**config.mk**
```make
export PLATFORM = sky130hd
export DESIGN_NAME = led_seq_ctrl
export DESIGN_NICKNAME = d
export VERILOG_FILES = /design/src/rtl/led_seq_ctrl.sv
export SDC_FILE = /design/constraint.sdc
export NUM_CORES = 1
export LEC_CHECK = 0
export CAP_MARGIN = 10
export CORE_ASPECT_RATIO = 1.2
export CORE_UTILIZATION = 47
export CTS_BUF_LIST = sky130_fd_sc_hd__clkbuf_8
export DETAILED_ROUTE_END_ITERATION = 10
export HOLD_SLACK_MARGIN = 0.03
export PLACE_DENSITY = 0.75
export SYNTH_ARGS = -nofsm -noshare
export SYNTH_HDL_FRONTEND = slang
export SYNTH_SLANG_ARGS = --single-unit
export TNS_END_PERCENT = 20
```
**constraint.sdc**
```tcl
create_clock -name clk -period 3.3 [get_ports clk]
set_clock_uncertainty 0.05 [all_clocks]
set_input_delay 0.66 -clock clk [delete_from_list [all_inputs] [get_ports clk]]
set_output_delay 0.66 -clock clk [all_outputs]
set_load 0.05 [all_outputs]
```
**src/rtl/led_seq_ctrl.sv**
```systemverilog
`default_nettype none
// ============================================================================
//  Module   : led_seq_ctrl
//  Purpose  : Blink sequencer for a bank of LEDs. LED 0 blinks N full times,
//             then LED 1, ... up to the last LED; afterwards the sequence
//             either stops (one-cycle done pulse) or wraps back to LED 0.
//             One shared prescaler produces the half-period tick.
//  Ports    : clk          - system clock, rising edge
//             rst_n        - asynchronous active-low reset
//             start        - single-cycle start request, honoured only in IDLE
//             abort        - synchronous stop, forces IDLE
//             blink_count  - full blinks per LED (0 behaves as 1), latched
//                            on the accepted start
//             loop_en      - wrap to LED 0 after the last LED
//             led          - active-high LED drive
//             active_idx   - index of the LED being sequenced (0 outside RUN)
//             busy         - high while running
//             done         - one-cycle pulse at the end of a non-looping run
//  Revision : 1.0 - initial release
// ============================================================================
module led_seq_ctrl #(
  parameter int NUM_LEDS = 4,
  parameter int TICK_DIV = 50000000,
  parameter int CNT_W    = 4
) (
  input  logic                        clk,
  input  logic                        rst_n,
  input  logic                        start,
  input  logic                        abort,
  input  logic [CNT_W-1:0]            blink_count,
  input  logic                        loop_en,
  output logic [NUM_LEDS-1:0]         led,
  output logic [$clog2(NUM_LEDS)-1:0] active_idx,
  output logic                        busy,
  output logic                        done
);

  localparam int IDX_W = $clog2(NUM_LEDS);
  localparam int PRE_W = (TICK_DIV > 1) ? $clog2(TICK_DIV) : 1;

  typedef enum logic [1:0] {
    S_IDLE = 2'd0,
    S_RUN  = 2'd1,
    S_DONE = 2'd2
  } state_t;

  state_t             state;
  logic [PRE_W-1:0]   prescaler;
  logic [CNT_W:0]     toggle_cnt;
  logic [CNT_W-1:0]   n_lat;
  logic [IDX_W-1:0]   idx;

  logic               tick;
  logic [CNT_W:0]     toggle_next;
  logic               seg_end;
  logic               last_led;
  logic [NUM_LEDS-1:0] led_flip;

  assign tick        = (prescaler == PRE_W'(TICK_DIV - 1));
  assign toggle_next = toggle_cnt + {{CNT_W{1'b0}}, 1'b1};
  // 2*N toggles complete one LED: it has blinked N times and ended low.
  assign seg_end     = (toggle_next == {n_lat, 1'b0});
  assign last_led    = (idx == IDX_W'(NUM_LEDS - 1));
  // Only led[idx] can be non-zero, so flipping that bit is the whole update.
  assign led_flip    = led ^ (NUM_LEDS'(1) << idx);

  assign active_idx  = idx;

  always_ff @(posedge clk or negedge rst_n) begin
    if (!rst_n) begin
      state      <= S_IDLE;
      prescaler  <= '0;
      toggle_cnt <= '0;
      n_lat      <= '0;
      idx        <= '0;
      led        <= '0;
      busy       <= 1'b0;
      done       <= 1'b0;
    end else if (abort) begin
      state      <= S_IDLE;
      prescaler  <= '0;
      toggle_cnt <= '0;
      idx        <= '0;
      led        <= '0;
      busy       <= 1'b0;
      done       <= 1'b0;
    end else begin
      case (state)
        S_IDLE: begin
          done      <= 1'b0;
          led       <= '0;
          prescaler <= '0;
          if (start) begin
            state      <= S_RUN;
            busy       <= 1'b1;
            n_lat      <= (blink_count == '0) ? CNT_W'(1) : blink_count;
            idx        <= '0;
            toggle_cnt <= '0;
          end
        end

        S_RUN: begin
          if (tick) begin
            prescaler <= '0;
            led       <= led_flip;
            if (seg_end) begin
              toggle_cnt <= '0;
              if (!last_led) begin
                idx <= idx + IDX_W'(1);
              end else if (loop_en) begin
                idx <= '0;
              end else begin
                state <= S_DONE;
                busy  <= 1'b0;
                done  <= 1'b1;
                idx   <= '0;
                led   <= '0;
              end
            end else begin
              toggle_cnt <= toggle_next;
            end
          end else begin
            prescaler <= prescaler + PRE_W'(1);
          end
        end

        S_DONE: begin
          // start is deliberately not looked at here.
          done  <= 1'b0;
          led   <= '0;
          state <= S_IDLE;
        end

        default: begin
          state <= S_IDLE;
          busy  <= 1'b0;
          done  <= 1'b0;
          led   <= '0;
        end
      endcase
    end
  end

endmodule
`default_nettype wire

```
=== Word level (Yosys, flattened, before mapping) ===
Index checks and enable logic that the tools add are counted.

* Logic and storage cells: 75
* Input bits: 9
* Register bits: 45

* Muxes and demuxes: 41
* Bitwise operators: 2
* Add/sub/neg operators: 3
* Shift operators: 1
* Reductions and logical operators: 9
* Equal/unequal tests: 11

{| class="wikitable"
|+ Operators by type and width
! operator !! count
|-
| $mux 26 || 2
|-
| $pmux 26 s2 || 1
|-
| $mux 4 || 7
|-
| $add 26x1->26 const B || 1
|-
| $eq 26x26->1 const B || 1
|-
| $mux 2 || 11
|-
| $mux 5 || 4
|-
| $ne 3x3->1 const B || 5
|-
| $mux 1 || 12
|-
| $pmux 5 s2 || 1
|-
| $pmux 2 s2 || 2
|-
| $reduce_and 4->1 || 2
|-
| $reduce_and 3->1 || 2
|-
| $reduce_and 6->1 || 1
|-
| $add 5x1->5 const B || 1
|-
| $eq 5x5->1 || 1
|-
| $reduce_and 5->1 || 1
|-
| $eq 2x2->1 const B || 2
|-
| $logic_not 4->1 || 1
|-
| $shl 1x2->4 const A || 1
|-
| $xor 4x4->4 || 1
|-
| $pmux 1 s3 || 1
|-
| $reduce_bool 3->1 || 1
|-
| $add 2x1->2 const B || 1
|-
| other kinds (4) || 4
|}

=== Depth between registers and ports, before layout ===
Gate-level depths: netlist (run 1).

* Depth after elaboration: 8
* Gate-level depth with buffers: 8
* Gate-level depth less buffers: 7

=== Worst setup path before layout (run 1) ===
OpenSTA, ideal clock, no wires.

* Path type: register to register
* Start point: register toggle_cnt[0]
* End point: register busy
* Data required time: 3,115 ps
* Clock period less this slack: 2,020 ps
* Stages on the path, launching flop included: 8
* Arrival time: 1,835 ps
* Slack: 1,280 ps
* Cells stage by stage: dfrtp_1 -> ha_1 -> nor2b_1 -> o21a_1 -> o31ai_1 -> nand4_2 -> nor3_4 -> o32ai_1

* Word-level cells in the longest chain between the ends: 4

{| class="wikitable"
|+ RTL lines
! item !! line !! RTL
|-
| start, declared || 49 || <nowiki>logic [CNT_W:0] toggle_cnt;</nowiki>
|-
| start signal, assigned || 120 || <nowiki>toggle_cnt <= toggle_next;</nowiki>
|-
| $add 5x1->5 || 60 || <nowiki>assign toggle_next = toggle_cnt + {{CNT_W{1'b0}}, 1'b1};</nowiki>
|-
| $eq 5x5->1 || 62 || <nowiki>assign seg_end = (toggle_next == {n_lat, 1'b0});</nowiki>
|-
| $ne 3x3->1 (no line) || n/a ||
|-
| $reduce_and 6->1 (no line) || n/a ||
|-
| end signal, assigned || 77 || <nowiki>busy <= 1'b0;</nowiki>
|-
| end signal, assigned || 85 || <nowiki>busy <= 1'b0;</nowiki>
|-
| end signal, assigned || 95 || <nowiki>busy <= 1'b1;</nowiki>
|-
| end, declared || 34 || <nowiki>output logic busy,</nowiki>
|}

Every way passes these cells.
A chain may end at the register's enable or synchronous reset.

=== Worst setup path in the final report (run 1) ===
* Start point: input port abort
* End point: register prescaler[17]

* Word-level cells in the longest chain between the ends: 1
* Elaborated cells on any way between the ends: 2

{| class="wikitable"
|+ RTL lines
! item !! line !! RTL
|-
| start, declared || 29 || <nowiki>input logic abort,</nowiki>
|-
| $reduce_bool 3->1 (no line) or $mux 26 (tied branches) || n/a ||
|-
| end signal, assigned || 123 || <nowiki>prescaler <= prescaler + PRE_W'(1);</nowiki>
|-
| end, declared || 48 || <nowiki>logic [PRE_W-1:0] prescaler;</nowiki>
|}

Several ways; a longest one is shown, not always the timed one.

==> summary.txt, run 1 <==
data required time of the critical path -> 3.44 ns
storage element area -> 1130 um2
clock network latency to the later pin of the worst-skew pair -> 0.30 ns
Slew @ Worst Pin -> 0.992 ns
CTS buffer count -> 5
cell-by-cell listing of the critical path -> clkdlybuf4s50_1, nand2b_1, nand2_1, nor3_1, nand3_1, xor2_1, nor2_1
number of buffers on the longest clock path -> 2
Yosys reg bits -> 45
count leader, synth -> sky130_fd_sc_hd__dfrtp_1
cells taking the most area after synthesis -> sky130_fd_sc_hd__dfrtp_1 45%, sky130_fd_sc_hd__o21ai_0 4.6%, sky130_fd_sc_hd__nand2_1 3.9%
arrival time at the worst endpoint -> 2.45 ns
area of all placed cells without fillers -> 2810 um2
static leakage power -> 1.16 nW
pre-CTS setup slack -> 0.674 ns
I/O pin cnt -> 17
Post-CTS Setup Inserts -> 0
fraction of registers with async set/reset -> 1.00
mean post-synth cell area -> 9.64 um2
top achievable clock speed -> 0.433 GHz
final critical-path required period -> 2.31 ns
result of the run -> completed
First DRT Iteration DRCs -> 159
level count of the clock H-tree -> 2
Starting Density -> 0.499
critical hold path startpoint -> prescaler[5]$_DFFE_PN0N_
worst-case setup margin in the final layout -> 0.991 ns
pin count of the biggest net entering global routing -> 46
worst min path class -> reg2reg
HPWL Detailed -> 3.63 mm
period utilisation layout -> 0.700
Routed WL per cell -> 14.8 um
cell area after synthesis -> 2520 um2
Clock Pin Slew Worst Setup and Hold Paths -> 0.09 ns
net count after synthesis -> 276
final hold vios -> 0
areal power density over the cells -> 368 nW/um2
Die Y -> 82.2 um
detailed-route via count -> 1914
leading cell types by count after synthesis -> 45 x sky130_fd_sc_hd__dfrtp_1, 26 x sky130_fd_sc_hd__nand2_1, 23 x sky130_fd_sc_hd__nor2_1, 23 x sky130_fd_sc_hd__o21ai_0, 17 x sky130_fd_sc_hd__nand3_1
total clock sinks -> 45
final total power -> 1.04 mW
vias in the first global route -> 1858
die area -> 5650 um2
horizontal die dimension -> 68.8 um
ant diodes -> 0
total global-route track usage -> 0.202
cell taking the most area after synthesis -> sky130_fd_sc_hd__dfrtp_1
critical path launch point type -> input port
1st-pass router iterations -> 4
post-synth cell types -> 51
total number of placement rows -> 28
sequential cell area fraction in the yosys report -> 0.448
kind of critical path -> in2reg
Top delay family on crit path -> simple AND/OR/NAND/NOR gates
number of standard cells after synthesis -> 261
number of port buffers -> 16
maximum fanout count along the critical path -> 8
placed cells -> 333
antenna violations before repair -> 0
Remaining Overflow, GRT -> 0
top flip-flop cell by instance count after synthesis -> sky130_fd_sc_hd__dfrtp_1
FILL cells -> 462
Critical path buffers and inverters -> 1
number of max-capacitance violations reported -> 0
CP peak stage delay -> 0.64 ns
startpoint of the worst-slack reg-to-reg timing path -> toggle_cnt[0]$_DFFE_PN0P_
number of nets with antenna violations after detailed routing -> 0
average vias per placed instance -> 5.63
CP max stage cell -> sky130_fd_sc_hd__clkdlybuf4s50_1
root cell of the clock tree -> sky130_fd_sc_hd__clkbuf_8
top-area cell type share of the netlist area -> 0.448
post-detailed-route DRC marker count -> 0
Setup-failing EPs final -> 0
number of pins exceeding their max-slew limit in the final report -> 0
CTS tree -> done
fraction of layout instances using a drive strength above 1 -> 0.104
number of synthesized flops with an enable pin -> 0
filler-free cell count of the finished design -> 340
hold buffer count at CTS -> 0
nets@finish -> 295
global-route wire length before repair -> 8.35 mm
setup_tns -> 0 ns
Worst VDD drop -> 0.000235 V
core outline area -> 5040 um2
post-CTS sizing -> 0
crit path launch -> abort
synth-to-layout area growth -> 11.7%
Syn. warnings -> 0
area of the multi-input gates -> 1310 um2
final RePlAce weighted congestion -> 0.870
Placed Instance Area -> 2720 um2
Slew headroom -> 0.339
setup repair after global routing missed its margin -> no
Detailed Route WL -> 5.02 mm
crit path capture type -> flop
## worst register-to-register path: stages (launching register included)
cell	delay [ns]
sky130_fd_sc_hd__dfrtp_1	0.44
sky130_fd_sc_hd__ha_1	0.28
sky130_fd_sc_hd__nor2b_1	0.17
sky130_fd_sc_hd__o21a_1	0.18
sky130_fd_sc_hd__o31ai_1	0.28
sky130_fd_sc_hd__nand4_2	0.26
sky130_fd_sc_hd__nor3_4	0.34
sky130_fd_sc_hd__o32ai_1	0.12
## cells by family (layout without fill, tap and decap cells)
kind of cell             after synthesis  after routing  synth area share
adder cells (fa/ha/maj)                6              6            0.0298
flip-flops                            45             45             0.448
AND/OR/NAND/NOR                      122            122             0.282
AO/OA/AOI/OAI                         50             50             0.126
multiplexers                           4              4            0.0174
XOR/XNOR                              19             19            0.0661
buffers and inverters                 15             34            0.0308
## layer usage
layer,share of wire,global-route usage
met2,0.51,0.351
met3,0.030,0.0343
met4,0.013,0.0776
met5,0,0
met1,0.45,0.245
## sequential cells by signal (all words and copies together) (netlist names)
signal	flops
state	2
busy	1
done	1
toggle_cnt	5
prescaler	26
active_idx	2
n_lat	4
led	4
## layout make-up
type / instances / area share
tap: 60 / 0.0267
timing repair buffer: 19 / 0.0632
multi-input combinational: 201 / 0.467
clock inverter: 1 / 0.00267
inverter: 8 / 0.0107
clock buffer: 6 / 0.0294
sequential: 45 / 0.401
## metrics by stage
stage / hold slack (ns) / util
2_1_floorplan: 0.314 / -
3_3_place_gp: 0.407 / 0.539
3_5_place_dp: 0.425 / 0.539
4_1_cts: 0.441 / 0.557
5_1_grt: 0.478 / 0.557
6_report: 0.451 / 0.557
## path summary, 6_finish.rpt
check,slack [ns],depth (start not counted),to
max,0.99,7,prescaler[17]$_DFFE_PN0N_
max in group asynchronous,2.13,1,led[1]$_DFFE_PN0P_
min,0.45,1,prescaler[5]$_DFFE_PN0N_
max reg2reg,1.05,7,busy$_DFFE_PN0P_
min in group asynchronous,0.47,1,prescaler[16]$_DFFE_PN0N_
min reg2reg,0.45,1,prescaler[5]$_DFFE_PN0N_
## cell usage in the layout (no fill, tap or decap), drive strengths merged, types with 8 or more instances in the layout
master         Yosys  layout
o21ai             26      26
nor2              26      26
clkdlybuf4s50      0      15
xor2              11      11
nand4              9       9
nand3             17      17
nor3               9       9
nand2             27      27
inv                8       8
dfrtp             45      45
and3               8       8
nor2b              8       8
xnor2              8       8
## where the power goes
part           internal, mW  switching [mW]  leakage, nW
registers             0.566          0.0115        0.615
clock network         0.166           0.192       0.0433
logic                0.0415          0.0586        0.499
Note: power is estimated with default switching activity, not from simulation.
==> run 2: changes to the inputs <==
Clock period 3.3 ns to 2.2 ns, I/O delays scaled along.
==> summary.txt, run 2 (synthesis gave the netlist of run 1 again) <==
top achievable clock speed -> 0.483 GHz
antenna violations before repair -> 0 (unchanged)
Routed WL per cell -> 15.3 um (+3.7%)
FILL cells -> 451 (-2.4%)
flip-flop count of the largest register, all copies and words added -> 26 (unchanged)
Clock Pin Slew Worst Setup and Hold Paths -> 0.09 ns (about the same)
setup repair after global routing missed its margin -> yes
Reg2Reg Depth -> 6 (-1)
Die Y -> 82.2 um (unchanged)
Crit Reg-Reg Endpoint -> busy$_DFFE_PN0P_
total global-route track usage -> 0.219 (+0.0170)
highest-count cells in the layout ignoring fill and taps -> 45 x sky130_fd_sc_hd__dfrtp_1, 26 x sky130_fd_sc_hd__nand2_1, 23 x sky130_fd_sc_hd__nor2_1, 23 x sky130_fd_sc_hd__o21ai_0, 17 x sky130_fd_sc_hd__nand3_1
global-route wire length before repair -> 9.09 mm (+8.8%)
area of all placed cells without fillers -> 2950 um2 (+4.9%)
final critical-path required period -> 2.07 ns
Post-CTS Setup Inserts -> 0 (unchanged)
most frequent standard cell in the layout excluding fill and tap cells -> sky130_fd_sc_hd__dfrtp_1
Slew @ Worst Pin -> 0.572 ns (-0.419 ns)
number of port buffers -> 16 (unchanged)
HPWL Detailed -> 3.91 mm (+7.9%)
clock network latency to the later pin of the worst-skew pair -> 0.30 ns (about the same)
vias in the first global route -> 1982 (+6.7%)
horizontal die dimension -> 68.8 um (unchanged)
pin count of the biggest net entering global routing -> 46 (unchanged)
worst min path class -> in2async
Critical path buffers and inverters -> 0 (-1)
level count of the clock H-tree -> 2 (unchanged)
static leakage power -> 1.25 nW (+7.8%)
setup slack of the worst register-to-register path -> 0.13 ns (-0.92 ns)
Remaining Overflow, GRT -> 0 (unchanged)
Slew headroom -> 0.619 (+0.280)
Detailed Route WL -> 5.42 mm (+8.0%)
final RePlAce weighted congestion -> 0.837 (-3.8%)
number of buffers on the longest clock path -> 2 (unchanged)
synth-to-layout area growth -> 17.2%
data required time of the critical path -> 2.33 ns (-1.11 ns)
root cell of the clock tree -> sky130_fd_sc_hd__clkbuf_8
filler-free cell count of the finished design -> 354 (+4.1%)
core outline area -> 5040 um2 (unchanged)
First DRT Iteration DRCs -> 126 (-21%)
die area -> 5650 um2 (unchanged)
cell-by-cell listing of the critical path -> nor4_1, nand4_1, nor2_4, nand2_2, nor3_4, o32ai_1
arrival time at the worst endpoint -> 2.20 ns (-0.25 ns)
CTS tree -> done
ant diodes -> 0 (unchanged)
Placed Instance Area -> 2820 um2 (+3.6%)
Starting Density -> 0.499 (unchanged)
maximum fanout count along the critical path -> 6 (-2)
CP max stage cell -> sky130_fd_sc_hd__dfrtp_1
crit path capture type -> flop
Setup-failing EPs final -> 0 (unchanged)
I/O pin cnt -> 17 (unchanged)
1st-pass router iterations -> 4 (unchanged)
number of pins exceeding their max-slew limit in the final report -> 0 (unchanged)
total number of placement rows -> 28 (unchanged)
total clock sinks -> 45 (unchanged)
period utilisation layout -> 0.942
number of nets with antenna violations after detailed routing -> 0 (unchanged)
placed cells -> 346 (+3.9%)
nets@finish -> 308 (+4.4%)
areal power density over the cells -> 570 nW/um2 (+55%)
average vias per placed instance -> 5.79 (+2.8%)
result of the run -> completed
CTS buffer count -> 5 (unchanged)
Worst VDD drop -> 0.000359 V (+53%)
post-detailed-route DRC marker count -> 0 (unchanged)
Top delay family on crit path -> simple AND/OR/NAND/NOR gates
final hold vios -> 0 (unchanged)
largest registers in the final layout -> prescaler x26, toggle_cnt x5
number of cells on the critical path -> 6 (-1)
CP peak stage delay -> 0.44 ns (-0.20 ns)
number of max-capacitance violations reported -> 0 (unchanged)
detailed-route via count -> 2049 (+7.1%)
largest register by flop count -> prescaler
kind of critical path -> reg2reg
critical path launch point type -> flop
fraction of layout instances using a drive strength above 1 -> 0.146 (+0.0427)
startpoint of the worst-slack reg-to-reg timing path -> prescaler[11]$_DFFE_PN0N_
setup_tns -> 0 ns (unchanged)
## run 2: layout make-up
class	instances	area [um2]	area share
clock buffers	6	82.6	0.0280
clock inverters	2	33.8	0.0115
inverters	8	30.0	0.0102
multi-input cells	201	1330	0.449
flip-flops and latches	45	1130	0.382
well taps	60	75.1	0.0255
repair buffers	32	275	0.0934
## run 2: worst register-to-register path, delay by kind of cell, from the launching register on
kind	cells	cell delay [ns]
AOI/OAI and AO/OA	1	0.12
and+or+nand+nor	5	1.34
DFF	1	0.44
## run 2: repair_timing
item / in CTS / in global routing
setup endpoints to repair: 0 / 26
hold buffers: 0 / 0
gates resized for setup: 0 / 2
## run 2: metrics by stage
step / setup WS [ns] / power [mW] / utilization / hold WS [ns]
2_1_floorplan: 0.180 / 0.978 / - / 0.0944
3_3_place_gp: 0.0802 / 1.04 / 0.559 / 0.417
3_5_place_dp: 0.0670 / 1.05 / 0.559 / 0.428
4_1_cts: 0.0762 / 1.70 / 0.582 / 0.176
5_1_grt: -0.0291 / 1.75 / 0.584 / 0.217
6_report: 0.129 / 1.68 / 0.584 / 0.155
## run 2: per-layer routing
layer	track usage	vias to the layer above	wire length (um)
met3	0.0426	4	210
li1	-	994	-
met1	0.270	1004	2300
met2	0.374	47	2830
met4	0.0816	0	80
met5	0	-	0
## run 2: how the worst max path moves through the flow
stage | to | startpoint | slack, ns
after floorplan | busy$_DFFE_PN0P_ | toggle_cnt[0]$_DFFE_PN0P_ | 0.18
after global placement | prescaler[16]$_DFFE_PN0N_ | abort | 0.08
after detailed placement | prescaler[5]$_DFFE_PN0N_ | abort | 0.07
after CTS | active_idx[0]$_DFFE_PN0P_ | toggle_cnt[1]$_DFFE_PN0P_ | 0.08
after global routing | busy$_DFFE_PN0P_ | prescaler[11]$_DFFE_PN0N_ | -0.03
final | busy$_DFFE_PN0P_ | prescaler[11]$_DFFE_PN0N_ | 0.13
## run 2: power by group
group | switching, mW | leakage [nW] | total, mW | internal, mW
clock | 0.285 | 0.0626 | 0.651 | 0.366
sequential | 0.0174 | 0.615 | 0.866 | 0.849
combinational | 0.0944 | 0.571 | 0.163 | 0.0685
==> run 3: changes to the inputs <==
Settings changed: PLACE_DENSITY 0.75 to 0.78.
==> summary.txt, run 3 (synthesis gave the netlist of run 1 again) <==
result of the run -> completed
global-route wire length before repair -> 9.05 mm (-0.46%)
data required time of the critical path -> 2.34 ns (about the same)
setup_tns -> 0 ns (unchanged)
antenna violations before repair -> 0 (unchanged)
largest register by flop count -> prescaler
highest-count cells in the layout ignoring fill and taps -> 45 x sky130_fd_sc_hd__dfrtp_1, 26 x sky130_fd_sc_hd__nand2_1, 23 x sky130_fd_sc_hd__nor2_1, 23 x sky130_fd_sc_hd__o21ai_0, 17 x sky130_fd_sc_hd__nand3_1
total clock sinks -> 45 (unchanged)
I/O pin cnt -> 17 (unchanged)
root cell of the clock tree -> sky130_fd_sc_hd__clkbuf_8
largest registers in the final layout -> prescaler x26, toggle_cnt x5
maximum fanout count along the critical path -> 6 (unchanged)
number of pins exceeding their max-slew limit in the final report -> 0 (unchanged)
final critical-path required period -> 2.14 ns (+0.0646 ns)
1st-pass router iterations -> 4 (unchanged)
worst min path class -> in2async
CTS tree -> done
nets@finish -> 306 (-0.65%)
CTS buffer count -> 5 (unchanged)
Slew @ Worst Pin -> 0.574 ns (+0.00209 ns)
Remaining Overflow, GRT -> 0 (unchanged)
Slew headroom -> 0.617 (-0.00139)
final total power -> 1.77 mW (+5.4%)
Routed WL per cell -> 15.2 um (-0.55%)
number of max-capacitance violations reported -> 0 (unchanged)
core outline area -> 5040 um2 (unchanged)
Setup-failing EPs final -> 0 (unchanged)
vias in the first global route -> 1966 (-0.81%)
die area -> 5650 um2 (unchanged)
First DRT Iteration DRCs -> 156 (+24%)
area of all placed cells without fillers -> 2970 um2 (+0.89%)
synth-to-layout area growth -> 18.2%
number of buffers on the longest clock path -> 2 (unchanged)
Crit Reg-Reg Endpoint -> toggle_cnt[2]$_DFFE_PN0P_
Starting Density -> 0.499 (unchanged)
horizontal die dimension -> 68.8 um (unchanged)
level count of the clock H-tree -> 2 (unchanged)
areal power density over the cells -> 596 nW/um2 (+4.5%)
top achievable clock speed -> 0.468 GHz (-3.0%)
pin count of the biggest net entering global routing -> 46 (unchanged)
fin util -> 0.590 (+0.00521)
setup slack of the worst register-to-register path -> 0.06 ns (-0.06 ns)
HPWL Detailed -> 3.89 mm (-0.49%)
final hold vios -> 0 (unchanged)
final RePlAce weighted congestion -> 0.929 (+11%)
Detailed Route WL -> 5.36 mm (-1.1%)
flip-flop count of the largest register, all copies and words added -> 26 (unchanged)
Worst VDD drop -> 0.000420 V (+17%)
kind of critical path -> reg2reg
total number of placement rows -> 28 (unchanged)
total global-route track usage -> 0.216 (-0.00244)
post-detailed-route DRC marker count -> 0 (unchanged)
number of port buffers -> 16 (unchanged)
period utilisation layout -> 0.971 (+0.0293)
startpoint of the worst-slack reg-to-reg timing path -> toggle_cnt[1]$_DFFE_PN0P_
static leakage power -> 1.26 nW (+1.0%)
crit path launch -> toggle_cnt[1]$_DFFE_PN0P_
crit path capture type -> flop
end of the critical path -> toggle_cnt[2]$_DFFE_PN0P_
Placed Instance Area -> 2790 um2 (-1.1%)
arrival time at the worst endpoint -> 2.27 ns (+0.07 ns)
ant diodes -> 0 (unchanged)
Clock Pin Slew Worst Setup and Hold Paths -> 0.09 ns (about the same)
clock network latency to the later pin of the worst-skew pair -> 0.30 ns (about the same)
most frequent standard cell in the layout excluding fill and tap cells -> sky130_fd_sc_hd__dfrtp_1
fraction of layout instances using a drive strength above 1 -> 0.154 (+0.00785)
critical path launch point type -> flop
average vias per placed instance -> 5.70 (-1.5%)
number of nets with antenna violations after detailed routing -> 0 (unchanged)
detailed-route via count -> 2006 (-2.1%)
Reg2Reg Depth -> 8 (+2)
Die Y -> 82.2 um (unchanged)
==> run 3: where the power goes <==
part	internal (mW)	switching [mW]
Sequential	0.849	0.0176
Combinational	0.0692	0.0978
Clock	0.451	0.287
==> run 3: worst min-delay path by stage <==
stage                                  start                         to  cells after the start
global placement    prescaler[5]$_DFFE_PN0N_   prescaler[5]$_DFFE_PN0N_                      1
finish                                 rst_n  toggle_cnt[1]$_DFFE_PN0P_                      2
floorplan                              rst_n  active_idx[0]$_DFFE_PN0P_                      0
global route                           rst_n  toggle_cnt[2]$_DFFE_PN0P_                      2
detailed placement  prescaler[5]$_DFFE_PN0N_   prescaler[5]$_DFFE_PN0N_                      1
CTS                                    rst_n  prescaler[14]$_DFFE_PN0N_                      2
==> run 3: through the flow <==
step	hold slack (ns)	setup WS (ns)	cells
finish	0.170	0.0640	352
global route	0.213	-0.0237	352
CTS	0.189	0.0129	350
detailed placement	0.422	0.00995	342
global placement	0.406	0.0614	342
floorplan	0.0944	0.180	261
==> run 3: critical path, cell delays in order, from the launching register on <==
cell and delay [ns]:
sky130_fd_sc_hd__dfrtp_1 0.42, sky130_fd_sc_hd__ha_1 0.23, sky130_fd_sc_hd__nor2b_2 0.18, sky130_fd_sc_hd__o21a_1 0.20, sky130_fd_sc_hd__o31ai_2 0.21, sky130_fd_sc_hd__nand4_2 0.25
sky130_fd_sc_hd__buf_4 0.22, sky130_fd_sc_hd__a31oi_1 0.17, sky130_fd_sc_hd__o22ai_1 0.10
==> run 3: area by class of cell <==
type / instances / area, um2
Fill cell: 432 / 2070
Multi-Input combinational cell: 201 / 1350
Sequential cell: 45 / 1130
Timing Repair Buffer: 30 / 264
Tap cell: 60 / 75.1
Clock buffer: 5 / 68.8
Clock inverter: 3 / 65.1
Inverter: 8 / 30.0
==> run 3: timing repair <==
action                                  CTS  global route
resized for setup                         0             7
setup buffers                             0             2
endpoints found under the setup margin    0            35
hold buffers                              0             0
==> run 3: routing by layer <==
metal | share of wire | wire length (um) | up-vias | global-route usage
met4 | 0.011 | 60 | 0 | 0.0755
met3 | 0.030 | 162 | 5 | 0.0412
met5 | 0 | 0 | - | 0
met2 | 0.53 | 2850 | 42 | 0.377
met1 | 0.43 | 2280 | 974 | 0.263
li1 | - | - | 985 | -
